[src/rtl/ifm_window_fetch_if.sv]
// Bus bundle between ifm_window_fetch and its neighbours: batch input from the address generator,
// banked SRAM read ports and the pixel stream towards the PE array.
interface ifm_window_fetch_if #(
    parameter int LANES  = 8,
    parameter int ADDR_W = 10,
    parameter int DATA_W = 8
);
    logic [2:0]              ksize;
    logic [5:0]              tile_length;
    logic [5:0]              tile_height;
    logic [LANES*ADDR_W-1:0] base_address;
    logic [LANES-1:0]        base_addr_valid;
    logic                    ifmap_end;
    logic                    in_ready;
    logic                    tile_continue;
    logic                    fetch_done;
    logic [LANES-1:0]        sram_rd_en;
    logic [LANES*ADDR_W-1:0] sram_rd_addr;
    logic [LANES*DATA_W-1:0] sram_rd_data;
    logic [LANES*DATA_W-1:0] pix_data;
    logic [LANES-1:0]        pix_valid;
    logic                    pix_last;
    logic                    pix_ready;

    // Fetch-unit view
    modport slave (
        input  ksize, tile_length, tile_height, base_address, base_addr_valid, ifmap_end,
        input  sram_rd_data, pix_ready,
        output in_ready, tile_continue, fetch_done, sram_rd_en, sram_rd_addr,
        output pix_data, pix_valid, pix_last
    );

    // Environment view (address generator, SRAM, PE array)
    modport master (
        output ksize, tile_length, tile_height, base_address, base_addr_valid, ifmap_end,
        output sram_rd_data, pix_ready,
        input  in_ready, tile_continue, fetch_done, sram_rd_en, sram_rd_addr,
        input  pix_data, pix_valid, pix_last
    );
endinterface

[src/rtl/ifm_window_fetch.sv]
// Expands a batch of window base addresses into ksize x ksize banked SRAM reads and streams the
// returned pixels through a credit-limited FIFO. Optional macro IFM_BOUND_CHECK_EN: suppress reads past the tile.
module ifm_window_fetch #(
    parameter int LANES  = 8,
    parameter int ADDR_W = 10,
    parameter int DATA_W = 8,
    parameter int RD_LAT = 1
) (
    input  logic              clock,
    input  logic              rst,
    ifm_window_fetch_if.slave bus
);
    localparam int FIFO_D = RD_LAT + 2;
    localparam int CNT_W  = $clog2(2 * FIFO_D + 1);
    localparam int PTR_W  = (FIFO_D > 1) ? $clog2(FIFO_D) : 1;
    localparam int ENT_W  = LANES * DATA_W + LANES + 1;
`ifdef IFM_BOUND_CHECK_EN
    localparam int SUM_W  = ((ADDR_W > 12) ? ADDR_W : 12) + 1;
`endif

    typedef enum logic [1:0] {S_IDLE, S_FETCH, S_DRAIN} state_t;

    state_t              state_q, state_d;
    logic [ADDR_W-1:0]   base_q [LANES];
    logic [ADDR_W-1:0]   base_d [LANES];
    logic [LANES-1:0]    mask_q, mask_d;
    logic [2:0]          ksize_q, ksize_d;
    logic [2:0]          kr_q, kr_d;
    logic [2:0]          kc_q, kc_d;
    logic [5:0]          tl_q, tl_d;
`ifdef IFM_BOUND_CHECK_EN
    logic [5:0]          th_q, th_d;
`endif
    logic                end_q, end_d;

    logic [RD_LAT-1:0]   tag_vld_q, tag_vld_d;
    logic [RD_LAT-1:0]   tag_last_q, tag_last_d;
    logic [LANES-1:0]    tag_mask_q [RD_LAT];
    logic [LANES-1:0]    tag_mask_d [RD_LAT];
    logic [LANES-1:0]    tag_supp_q [RD_LAT];
    logic [LANES-1:0]    tag_supp_d [RD_LAT];

    logic [PTR_W-1:0]    wr_ptr_q, wr_ptr_d;
    logic [PTR_W-1:0]    rd_ptr_q, rd_ptr_d;
    logic [CNT_W-1:0]    count_q, count_d;
    logic [ENT_W-1:0]    fifo_mem [FIFO_D];

    logic [CNT_W-1:0]        inflight;
    logic                    fifo_empty;
    logic                    credit_ok;
    logic                    issue;
    logic                    last_pos;
    logic                    push;
    logic                    pop;
    logic [ADDR_W-1:0]       lane_addr [LANES];
    logic [LANES-1:0]        lane_supp;
    logic [LANES*DATA_W-1:0] ret_data;
    logic [ENT_W-1:0]        push_entry;
    logic [ENT_W-1:0]        head_entry;

    always_comb begin
        inflight = '0;
        for (int i = 0; i < RD_LAT; i++) begin
            inflight = inflight + CNT_W'(tag_vld_q[i]);
        end
    end

    // Credits cover both FIFO occupancy and reads still in the SRAM pipe, so a return always fits.
    assign fifo_empty = (count_q == '0);
    assign credit_ok  = (count_q + inflight) < CNT_W'(FIFO_D);
    assign issue      = (state_q == S_FETCH) && credit_ok;
    assign last_pos   = (kr_q == ksize_q - 3'd1) && (kc_q == ksize_q - 3'd1);

    genvar gi;
    generate
        for (gi = 0; gi < LANES; gi++) begin : g_lane
`ifdef IFM_BOUND_CHECK_EN
            logic [SUM_W-1:0] full_sum;
            assign full_sum = SUM_W'(base_q[gi]) + SUM_W'(kr_q) * SUM_W'(tl_q) + SUM_W'(kc_q);
            assign lane_addr[gi] = full_sum[ADDR_W-1:0];
            assign lane_supp[gi] = (full_sum >= SUM_W'(tl_q) * SUM_W'(th_q));
`else
            assign lane_addr[gi] = base_q[gi] + ADDR_W'(kr_q) * ADDR_W'(tl_q) + ADDR_W'(kc_q);
            assign lane_supp[gi] = 1'b0;
`endif
            assign bus.sram_rd_addr[gi*ADDR_W +: ADDR_W] = issue ? lane_addr[gi] : '0;
            // Suppressed and unmasked lanes return zero instead of whatever the bank drives.
            assign ret_data[gi*DATA_W +: DATA_W] =
                (tag_mask_q[RD_LAT-1][gi] && !tag_supp_q[RD_LAT-1][gi])
                    ? bus.sram_rd_data[gi*DATA_W +: DATA_W] : '0;
        end
    endgenerate

`ifndef IFM_BOUND_CHECK_EN
    logic unused_tile_height;
    assign unused_tile_height = ^bus.tile_height;
`endif

    assign bus.sram_rd_en = issue ? (mask_q & ~lane_supp) : '0;

    assign push       = tag_vld_q[RD_LAT-1];
    assign push_entry = {ret_data, tag_mask_q[RD_LAT-1], tag_last_q[RD_LAT-1]};
    assign head_entry = fifo_mem[rd_ptr_q];

    assign bus.pix_valid = fifo_empty ? '0 : head_entry[LANES:1];
    assign bus.pix_data  = fifo_empty ? '0 : head_entry[ENT_W-1 -: LANES*DATA_W];
    assign bus.pix_last  = !fifo_empty && head_entry[0];
    assign pop           = (bus.pix_valid != '0) && bus.pix_ready;

    always_comb begin
        state_d           = state_q;
        base_d            = base_q;
        mask_d            = mask_q;
        ksize_d           = ksize_q;
        tl_d              = tl_q;
`ifdef IFM_BOUND_CHECK_EN
        th_d              = th_q;
`endif
        end_d             = end_q;
        kr_d              = kr_q;
        kc_d              = kc_q;
        bus.in_ready      = 1'b0;
        bus.tile_continue = 1'b0;
        bus.fetch_done    = 1'b0;
        case (state_q)
            S_IDLE: begin
                bus.in_ready = 1'b1;
                if (|bus.base_addr_valid) begin
                    for (int i = 0; i < LANES; i++) begin
                        base_d[i] = bus.base_address[i*ADDR_W +: ADDR_W];
                    end
                    mask_d  = bus.base_addr_valid;
                    ksize_d = (bus.ksize == 3'd0) ? 3'd1 : bus.ksize;
                    tl_d    = bus.tile_length;
`ifdef IFM_BOUND_CHECK_EN
                    th_d    = bus.tile_height;
`endif
                    end_d   = bus.ifmap_end;
                    kr_d    = 3'd0;
                    kc_d    = 3'd0;
                    state_d = S_FETCH;
                end
            end
            S_FETCH: begin
                if (issue) begin
                    if (last_pos) begin
                        state_d = S_DRAIN;
                    end else if (kc_q == ksize_q - 3'd1) begin
                        kc_d = 3'd0;
                        kr_d = kr_q + 3'd1;
                    end else begin
                        kc_d = kc_q + 3'd1;
                    end
                end
            end
            S_DRAIN: begin
                if (fifo_empty && (inflight == '0)) begin
                    state_d           = S_IDLE;
                    bus.tile_continue = !end_q;
                    bus.fetch_done    = end_q;
                end
            end
            default: state_d = S_IDLE;
        endcase
    end

    always_comb begin
        tag_vld_d     = '0;
        tag_last_d    = '0;
        tag_vld_d[0]  = issue;
        tag_last_d[0] = last_pos;
        tag_mask_d[0] = mask_q;
        tag_supp_d[0] = lane_supp;
        for (int i = 1; i < RD_LAT; i++) begin
            tag_vld_d[i]  = tag_vld_q[i-1];
            tag_last_d[i] = tag_last_q[i-1];
            tag_mask_d[i] = tag_mask_q[i-1];
            tag_supp_d[i] = tag_supp_q[i-1];
        end

        wr_ptr_d = wr_ptr_q;
        rd_ptr_d = rd_ptr_q;
        if (push) begin
            wr_ptr_d = (wr_ptr_q == PTR_W'(FIFO_D - 1)) ? '0 : wr_ptr_q + PTR_W'(1);
        end
        if (pop) begin
            rd_ptr_d = (rd_ptr_q == PTR_W'(FIFO_D - 1)) ? '0 : rd_ptr_q + PTR_W'(1);
        end
        count_d = count_q + CNT_W'(push) - CNT_W'(pop);
    end

    always_ff @(posedge clock or posedge rst) begin
        if (rst) begin
            state_q    <= S_IDLE;
            mask_q     <= '0;
            ksize_q    <= 3'd1;
            kr_q       <= '0;
            kc_q       <= '0;
            tl_q       <= '0;
`ifdef IFM_BOUND_CHECK_EN
            th_q       <= '0;
`endif
            end_q      <= 1'b0;
            tag_vld_q  <= '0;
            tag_last_q <= '0;
            wr_ptr_q   <= '0;
            rd_ptr_q   <= '0;
            count_q    <= '0;
            for (int i = 0; i < LANES; i++) begin
                base_q[i] <= '0;
            end
            for (int i = 0; i < RD_LAT; i++) begin
                tag_mask_q[i] <= '0;
                tag_supp_q[i] <= '0;
            end
        end else begin
            state_q    <= state_d;
            base_q     <= base_d;
            mask_q     <= mask_d;
            ksize_q    <= ksize_d;
            kr_q       <= kr_d;
            kc_q       <= kc_d;
            tl_q       <= tl_d;
`ifdef IFM_BOUND_CHECK_EN
            th_q       <= th_d;
`endif
            end_q      <= end_d;
            tag_vld_q  <= tag_vld_d;
            tag_last_q <= tag_last_d;
            tag_mask_q <= tag_mask_d;
            tag_supp_q <= tag_supp_d;
            wr_ptr_q   <= wr_ptr_d;
            rd_ptr_q   <= rd_ptr_d;
            count_q    <= count_d;
        end
    end

    // Payload storage needs no reset: count_q gates every use of it.
    always_ff @(posedge clock) begin
        if (push) begin
            fifo_mem[wr_ptr_q] <= push_entry;
        end
    end
endmodule

[src/flat_wrapper.sv]
// flat-port wrapper written by rule: the top's interface ports become plain ports
module ifm_window_fetch_flat 
#(
    parameter int LANES  = 8,
    parameter int ADDR_W = 10,
    parameter int DATA_W = 8,
    parameter int RD_LAT = 1
)
  (clock, rst, bus_ksize, bus_tile_length, bus_tile_height, bus_base_address, bus_base_addr_valid, bus_ifmap_end, bus_sram_rd_data, bus_pix_ready, bus_in_ready, bus_tile_continue, bus_fetch_done, bus_sram_rd_en, bus_sram_rd_addr, bus_pix_data, bus_pix_valid, bus_pix_last);
  ifm_window_fetch_if #(.LANES(LANES), .ADDR_W(ADDR_W), .DATA_W(DATA_W)) bus_i ();
  input  logic clock;
  input  logic rst;
  input wire logic [$bits(bus_i.ksize)-1:0] bus_ksize;
  input wire logic [$bits(bus_i.tile_length)-1:0] bus_tile_length;
  input wire logic [$bits(bus_i.tile_height)-1:0] bus_tile_height;
  input wire logic [$bits(bus_i.base_address)-1:0] bus_base_address;
  input wire logic [$bits(bus_i.base_addr_valid)-1:0] bus_base_addr_valid;
  input wire logic [$bits(bus_i.ifmap_end)-1:0] bus_ifmap_end;
  input wire logic [$bits(bus_i.sram_rd_data)-1:0] bus_sram_rd_data;
  input wire logic [$bits(bus_i.pix_ready)-1:0] bus_pix_ready;
  output wire logic [$bits(bus_i.in_ready)-1:0] bus_in_ready;
  output wire logic [$bits(bus_i.tile_continue)-1:0] bus_tile_continue;
  output wire logic [$bits(bus_i.fetch_done)-1:0] bus_fetch_done;
  output wire logic [$bits(bus_i.sram_rd_en)-1:0] bus_sram_rd_en;
  output wire logic [$bits(bus_i.sram_rd_addr)-1:0] bus_sram_rd_addr;
  output wire logic [$bits(bus_i.pix_data)-1:0] bus_pix_data;
  output wire logic [$bits(bus_i.pix_valid)-1:0] bus_pix_valid;
  output wire logic [$bits(bus_i.pix_last)-1:0] bus_pix_last;
  assign bus_i.ksize = bus_ksize;
  assign bus_i.tile_length = bus_tile_length;
  assign bus_i.tile_height = bus_tile_height;
  assign bus_i.base_address = bus_base_address;
  assign bus_i.base_addr_valid = bus_base_addr_valid;
  assign bus_i.ifmap_end = bus_ifmap_end;
  assign bus_i.sram_rd_data = bus_sram_rd_data;
  assign bus_i.pix_ready = bus_pix_ready;
  assign bus_in_ready = bus_i.in_ready;
  assign bus_tile_continue = bus_i.tile_continue;
  assign bus_fetch_done = bus_i.fetch_done;
  assign bus_sram_rd_en = bus_i.sram_rd_en;
  assign bus_sram_rd_addr = bus_i.sram_rd_addr;
  assign bus_pix_data = bus_i.pix_data;
  assign bus_pix_valid = bus_i.pix_valid;
  assign bus_pix_last = bus_i.pix_last;
  ifm_window_fetch #(.LANES(LANES), .ADDR_W(ADDR_W), .DATA_W(DATA_W), .RD_LAT(RD_LAT)) u_core (.clock(clock), .rst(rst), .bus(bus_i));
endmodule
[config.mk]
export PLATFORM = sky130hd
export DESIGN_NAME = ifm_window_fetch_flat
export DESIGN_NICKNAME = d
export VERILOG_FILES = /design/src/rtl/ifm_window_fetch_if.sv /design/src/rtl/ifm_window_fetch.sv /design/src/flat_wrapper.sv
export SDC_FILE = /design/constraint.sdc
export NUM_CORES = 1
export LEC_CHECK = 0
export CAP_MARGIN = 40
export CORE_ASPECT_RATIO = 0.5
export CORE_MARGIN = 3
export CORE_UTILIZATION = 48
export CTS_CLUSTER_SIZE = 14
export DETAILED_ROUTE_END_ITERATION = 6
export PLACE_DENSITY = 0.74
export SKIP_LAST_GASP = 1
export SYNTH_ARGS = -nofsm -noshare
export SYNTH_HDL_FRONTEND = slang
export SYNTH_SLANG_ARGS = --single-unit
[constraint.sdc]
create_clock -name clock -period 9.7 [get_ports clock]
set_input_delay 1.94 -clock clock [delete_from_list [all_inputs] [get_ports clock]]
set_output_delay 1.94 -clock clock [all_outputs]
set_load 0.1 [all_outputs]
After elaboration in Yosys (flattened, before gate mapping)
Memories as Yosys holds them, arrays and structs flattened. Index checks and enable logic that the tools add are counted.

Input bits: 171. Register bits after elaboration: 123. Word-level logic and storage cells: 120. Memory bits (writable): 219. Output and inout bits: 164. Bits in latches: 0. Memories kept: 1. Memory bits (read-only): 0.

Magnitude comparators: 1. Shift operators: 0. Reduce and logical (&&, ||, !) cells: 18. Divide/modulo/power cells: 0. Multiplexer cells: 43. Equal/unequal tests: 12. Add/subtract/negate cells: 23. Bitwise logic cells: 0. Multipliers: 1.

Memories: u_core.fifo_mem (words 3, bits a word 73, read ports 1, clocked after memory_dff 0, wr ports 1, line ifm_window_fetch.sv:46) `logic [ENT_W-1:0] fifo_mem [FIFO_D];`.

Operators by type and width (count): adder 10 x 3 -> 10 bit (8); adder 10 x 9 -> 10 bit (8); 2-to-1 mux 10 bit (8); 2-to-1 mux 8 bit (10); 2-to-1 mux 64 bit (1); 2-to-1 mux 3 bit (8); 2-to-1 mux 2 bit (6); one-hot mux 3 bit (2 select lines) (2); logical NOT 3 bit (3); multiplier 3 x 6 -> 9 bit (1); inequality test 2 x 1 -> 1 bit (second input constant) (4); AND reduction 4 bit (2); nonzero test 8 bit (1); OR reduction 8 bit (1); 2-to-1 mux 1 bit (7); adder 3 x 1 -> 3 bit (second input constant) (2); equality test 2 bit (second input constant) (3); equality test 3 bit (2); one-hot mux 2 bit (3 select lines) (1); logical AND 1 bit (5); AND reduction 5 bit (1); adder 2 x 1 -> 2 bit (second input constant) (2); inequality test 2 bit (second input constant) (2); adder 3 x 1 -> 3 bit (1); 8 further kinds (9).

Logic depth before layout (Yosys ltp)
Depth in word-level cells: 6. Depth in mapped cells: 18. Gate-level depth less buffers: 17.

Worst setup path after synthesis
No wires, ideal clock.

Path kind: reg2out. From: register u_core.kr_q[2]. To: output bus_sram_rd_addr[69]. Slack: 2.812 ns. Arrival: 4.948 ns. Stages on the path, launching flop included: 17. Buffers on the path: 1. Data required time: 7.760 ns. Path through: dfrtp_1 > clkbuf_1 > nand2_1 > fa_1 > inv_1 > ha_1 > fa_1 > a21o_1 > a21oi_1 > xnor2_1 > ha_1 > ha_1 > nand2_1 > o21ai_0 > o41ai_1 > xnor2_1 > nor2_1.

Cells in the longest elaborated chain, start to end: 4.

Ends and longest elaborated chain: start, declared (line ifm_window_fetch.sv:28) `logic [2:0] kr_q, kr_d;`; start signal, assigned (line ifm_window_fetch.sv:221) `kr_q <= kr_d;`; multiplier 3 x 6 -> 9 bit (line ifm_window_fetch.sv:83) `assign lane_addr[gi] = base_q[gi] + ADDR_W'(kr_q) * ADDR_W'(tl_q) + ADDR_W'(kc_q);`; adder 10 x 9 -> 10 bit (line ifm_window_fetch.sv:83); adder 10 x 3 -> 10 bit (line ifm_window_fetch.sv:83); 2-to-1 mux 10 bit (line ifm_window_fetch.sv:86) `assign bus.sram_rd_addr[gi*ADDR_W +: ADDR_W] = issue ? lane_addr[gi] : '0;`; end, declared (line flat_wrapper.sv:25) `output wire logic [$bits(bus_i.sram_rd_addr)-1:0] bus_sram_rd_addr;`.

Every way passes these cells.

Worst setup path after layout
From: register u_core.kr_q[0]. To: output bus_sram_rd_addr[9].

The elaborated chain is that of the path after synthesis.

==> summary.txt <==
Synthesis
  – Yosys top cell area share: 0.3650
  – Synth cell types: 46
  – Count leader, synth: nor2_1
  – Post-synth EDFFs: 219
  – Net count after synthesis: 1854
  – Synth top cells by count: nor2_1 (252), edfxtp_1 (219), ha_1 (127)
  – Synth Flop Type: edfxtp_1
  – Gate count of the mapped netlist: 1519
  – YS warnings: 0
  – FF+latch count, synth: 342
  – Synthesized area per cell: 11.86 um^2
  – Post-synthesis sequential area ratio: 0.5359
  – Area contributors post-synth: edfxtp_1 (36%), dfrtp_1 (17%), ha_1 (8.8%)
  – Synth async-reset ratio: 0.3596
  – Post-synth top area cell: edfxtp_1
  – Synthesized cell area: 0.01802 mm^2

Clock network
  – Clk sinks: 342
  – TritonCTS Buffers: 31
  – Post-CTS Repair Setup Buffers: 0
  – TritonCTS clock tree: built
  – Deepest clock path buffer count: 3
  – Root Driver: clkbuf_16
  – Worst-path clk slew: 0.07 ns
  – Post_cts resized: 0
  – # hold bufs at CTS: 0
  – Max H-tree Level: 1
  – Clock latency on the worst-skew pair: 0.58 ns

Worst setup path
  – CP arrival: 6.08 ns
  – CP Max Fanout: 11
  – R2R cell count: 10
  – CP startpoint kind: register
  – Nature of the critical path endpoint: primary output
  – Worst setup path class: register to primary output
  – Worst Path Required: 7.76 ns

Die
  – Initial Util: 0.4939
  – Core area: 0.03648 mm^2
  – Die X: 280 um
  – Number of cell rows: 49
  – DIE AREA: 0.04004 mm^2
  – Die Ht: 143 um
  – I/O pin cnt: 335

STA
  – Final Max Slew Viols: 0
  – F_max: 0.1247 GHz
  – Slew headroom: 0.4211
  – Tcrit/Tclk final: 0.8265
  – Worst slew pin tran: 0.8622 ns
  – Min cycle time layout: 8.017 ns
  – RSZ-0062 raised after global routing: no
  – Clock Skew: 0.01379 ns
  – TNS Setup: 0 ns
  – Setup Viol. Count Final: 0
  – Fin. Hold Viols: 0

Routing
  – DRT Wirelength: 47.07 mm
  – WL per Instance: 18.66 um
  – Drt initial violations: 657
  – Post-DRT Antenna Nets: 0
  – Drt drc: 0
  – Initial DRT Pass Iterations: 5
  – Vias per cell: 5.178
  – Vias post-DR: 13060

Final layout
  – Final Cell Area: 0.02591 mm^2
  – Final nets: 2342
  – Final Non-Filler Cells: 2522
  – Layout cells sized above 1: 0.1590
  – Synth-to-Final Area Change: 43.79%
  – FILL cells: 2420

GRT
  – GRT Residual Overflow: 0
  – All-Layer GR Usage: 0.2366
  – Pin count of the biggest net entering global routing: 74
  – Vias in the first global route: 14050
  – Initial antenna violation count: 6
  – First-pass GRT wire length: 73.90 mm

Hold path
  – Hold-critical path depth: 0
  – Worst Hold Class: register to register

Place
  – Hpwl dp: 33.61 mm
  – DP Area: 0.02491 mm^2
  – Placed cell count: 2458
  – RePlAce Congestion: 0.8421
  – PortBufs: 328

Flow run
  – Max-Cap Viols: 0

Status
  – Status: finished, final reports clean
-- final timing paths --
path                                                start                        endpoint  slack (ns)
setup reg to reg           u_core.rd_ptr_q[0]$_DFFE_PP0P_     u_core.count_q[2]$_DFF_PP0_        6.23
hold reg to reg              u_core.mask_q[1]$_DFFE_PP0P_  u_core.tag_mask_q[1]$_DFF_PP0_        0.38
setup / recovery               u_core.kr_q[0]$_DFFE_PP0P_             bus_sram_rd_addr[9]        1.68
hold / removal               u_core.mask_q[1]$_DFFE_PP0P_  u_core.tag_mask_q[1]$_DFF_PP0_        0.38
max in group asynchronous                             rst   u_core.base_q[33]$_DFFE_PP0P_        6.66
min in group asynchronous                             rst  u_core.tag_mask_q[1]$_DFF_PP0_        1.87
-- layer usage --
metal / GRT usage / vias up / share of wire
met1: 0.2699 / 6349 / 0.38
met3: 0.03316 / 116 / 0.038
met5: 0 / - / 0.00028
met4: 0.09715 / 2 / 0.041
met2: 0.4500 / 317 / 0.54
li1: - / 6275 / -
-- cells in the final DEF, fill, tap and decap left out, drive strengths merged, types with 3 or more instances in the layout --
cell type,n
nand2,69
o21bai,3
diode,6
nor2b,4
mux2i,74
clkinv,6
clkdlybuf4s50,328
buf,184
ha,127
clkbuf,49
o21ai,45
xnor2,29
nor3,17
a21oi,94
mux2,81
nor2,252
fa,37
edfxtp,219
xor2,43
nor4,4
and2,102
nor3b,3
o41ai,15
nand2b,4
a21o,20
dfrtp,122
inv,79
-- critical path, cell delays in order (launching register included) --
cell and delay, ns:
dfrtp_1 0.53, nand2_1 0.14, fa_1 0.54, inv_1 0.05, ha_1 0.21, fa_1 0.47, a21o_1 0.19, a21oi_1 0.27
nor2b_1 0.08, o21ai_0 0.17, nand2b_1 0.48, ha_1 0.50, ha_1 0.20, or3_1 0.36, a311oi_1 0.29, o31a_1 0.19
o21a_1 0.11, clkdlybuf4s50_1 0.51, buf_8 0.20
-- flip-flops by register name, indices dropped and copies added (netlist names) --
signal,flops
u_core.tag_last_q,1
u_core.kc_q,3
u_core.state_q,2
u_core.ksize_q,3
u_core.end_q,1
u_core.fifo_mem,219
u_core.kr_q,3
u_core.wr_ptr_q,2
u_core.tl_q,6
u_core.push,1
u_core.mask_q,8
u_core.count_q,3
u_core.rd_ptr_q,2
u_core.base_q,80
u_core.tag_mask_q,8
-- per-stage QoR --
step	setup WS [ns]	hold slack [ns]	utilization
final	1.683	0.3844	0.7102
after global routing	1.417	0.3887	0.7102
after CTS	1.653	0.3909	0.7098
after detailed placement	2.309	0.3714	0.6828
after global placement	1.860	0.3600	0.5976
after floorplan	2.812	0.3537	-
-- cells by family (layout without fill, tap and decap cells) --
| kind of cell | count (synthesis) | in the layout | synth area share |
|---|---|---|---|
| xor gates and xnor gates | 72 | 72 | 0.03500 |
| muxes | 155 | 155 | 0.09173 |
| other | 0 | 6 | 0 |
| DFF | 342 | 342 | 0.5359 |
| and+or+nand+nor | 463 | 463 | 0.1155 |
| buffers and inverters | 135 | 648 | 0.03104 |
| AOI/OAI and AO/OA | 188 | 188 | 0.06152 |
| adders and majority gates | 164 | 164 | 0.1293 |
-- layout make-up --
cell class              instances  area (um^2)  area share
diodes                          6        15.01   0.0005795
clock buffers                  49        893.4     0.03448
clock inverters                 9        93.84    0.003622
inverters                      77        294.0     0.01135
multi-input cells            1042         7855      0.3032
flip-flops and latches        342         9663      0.3730
well taps                     484        605.6     0.02337
repair buffers                513         6489      0.2504
Power is left out: the tool's default activity adds up to more than one toggle a clock period on the data nets, which glitch-free logic cannot reach.
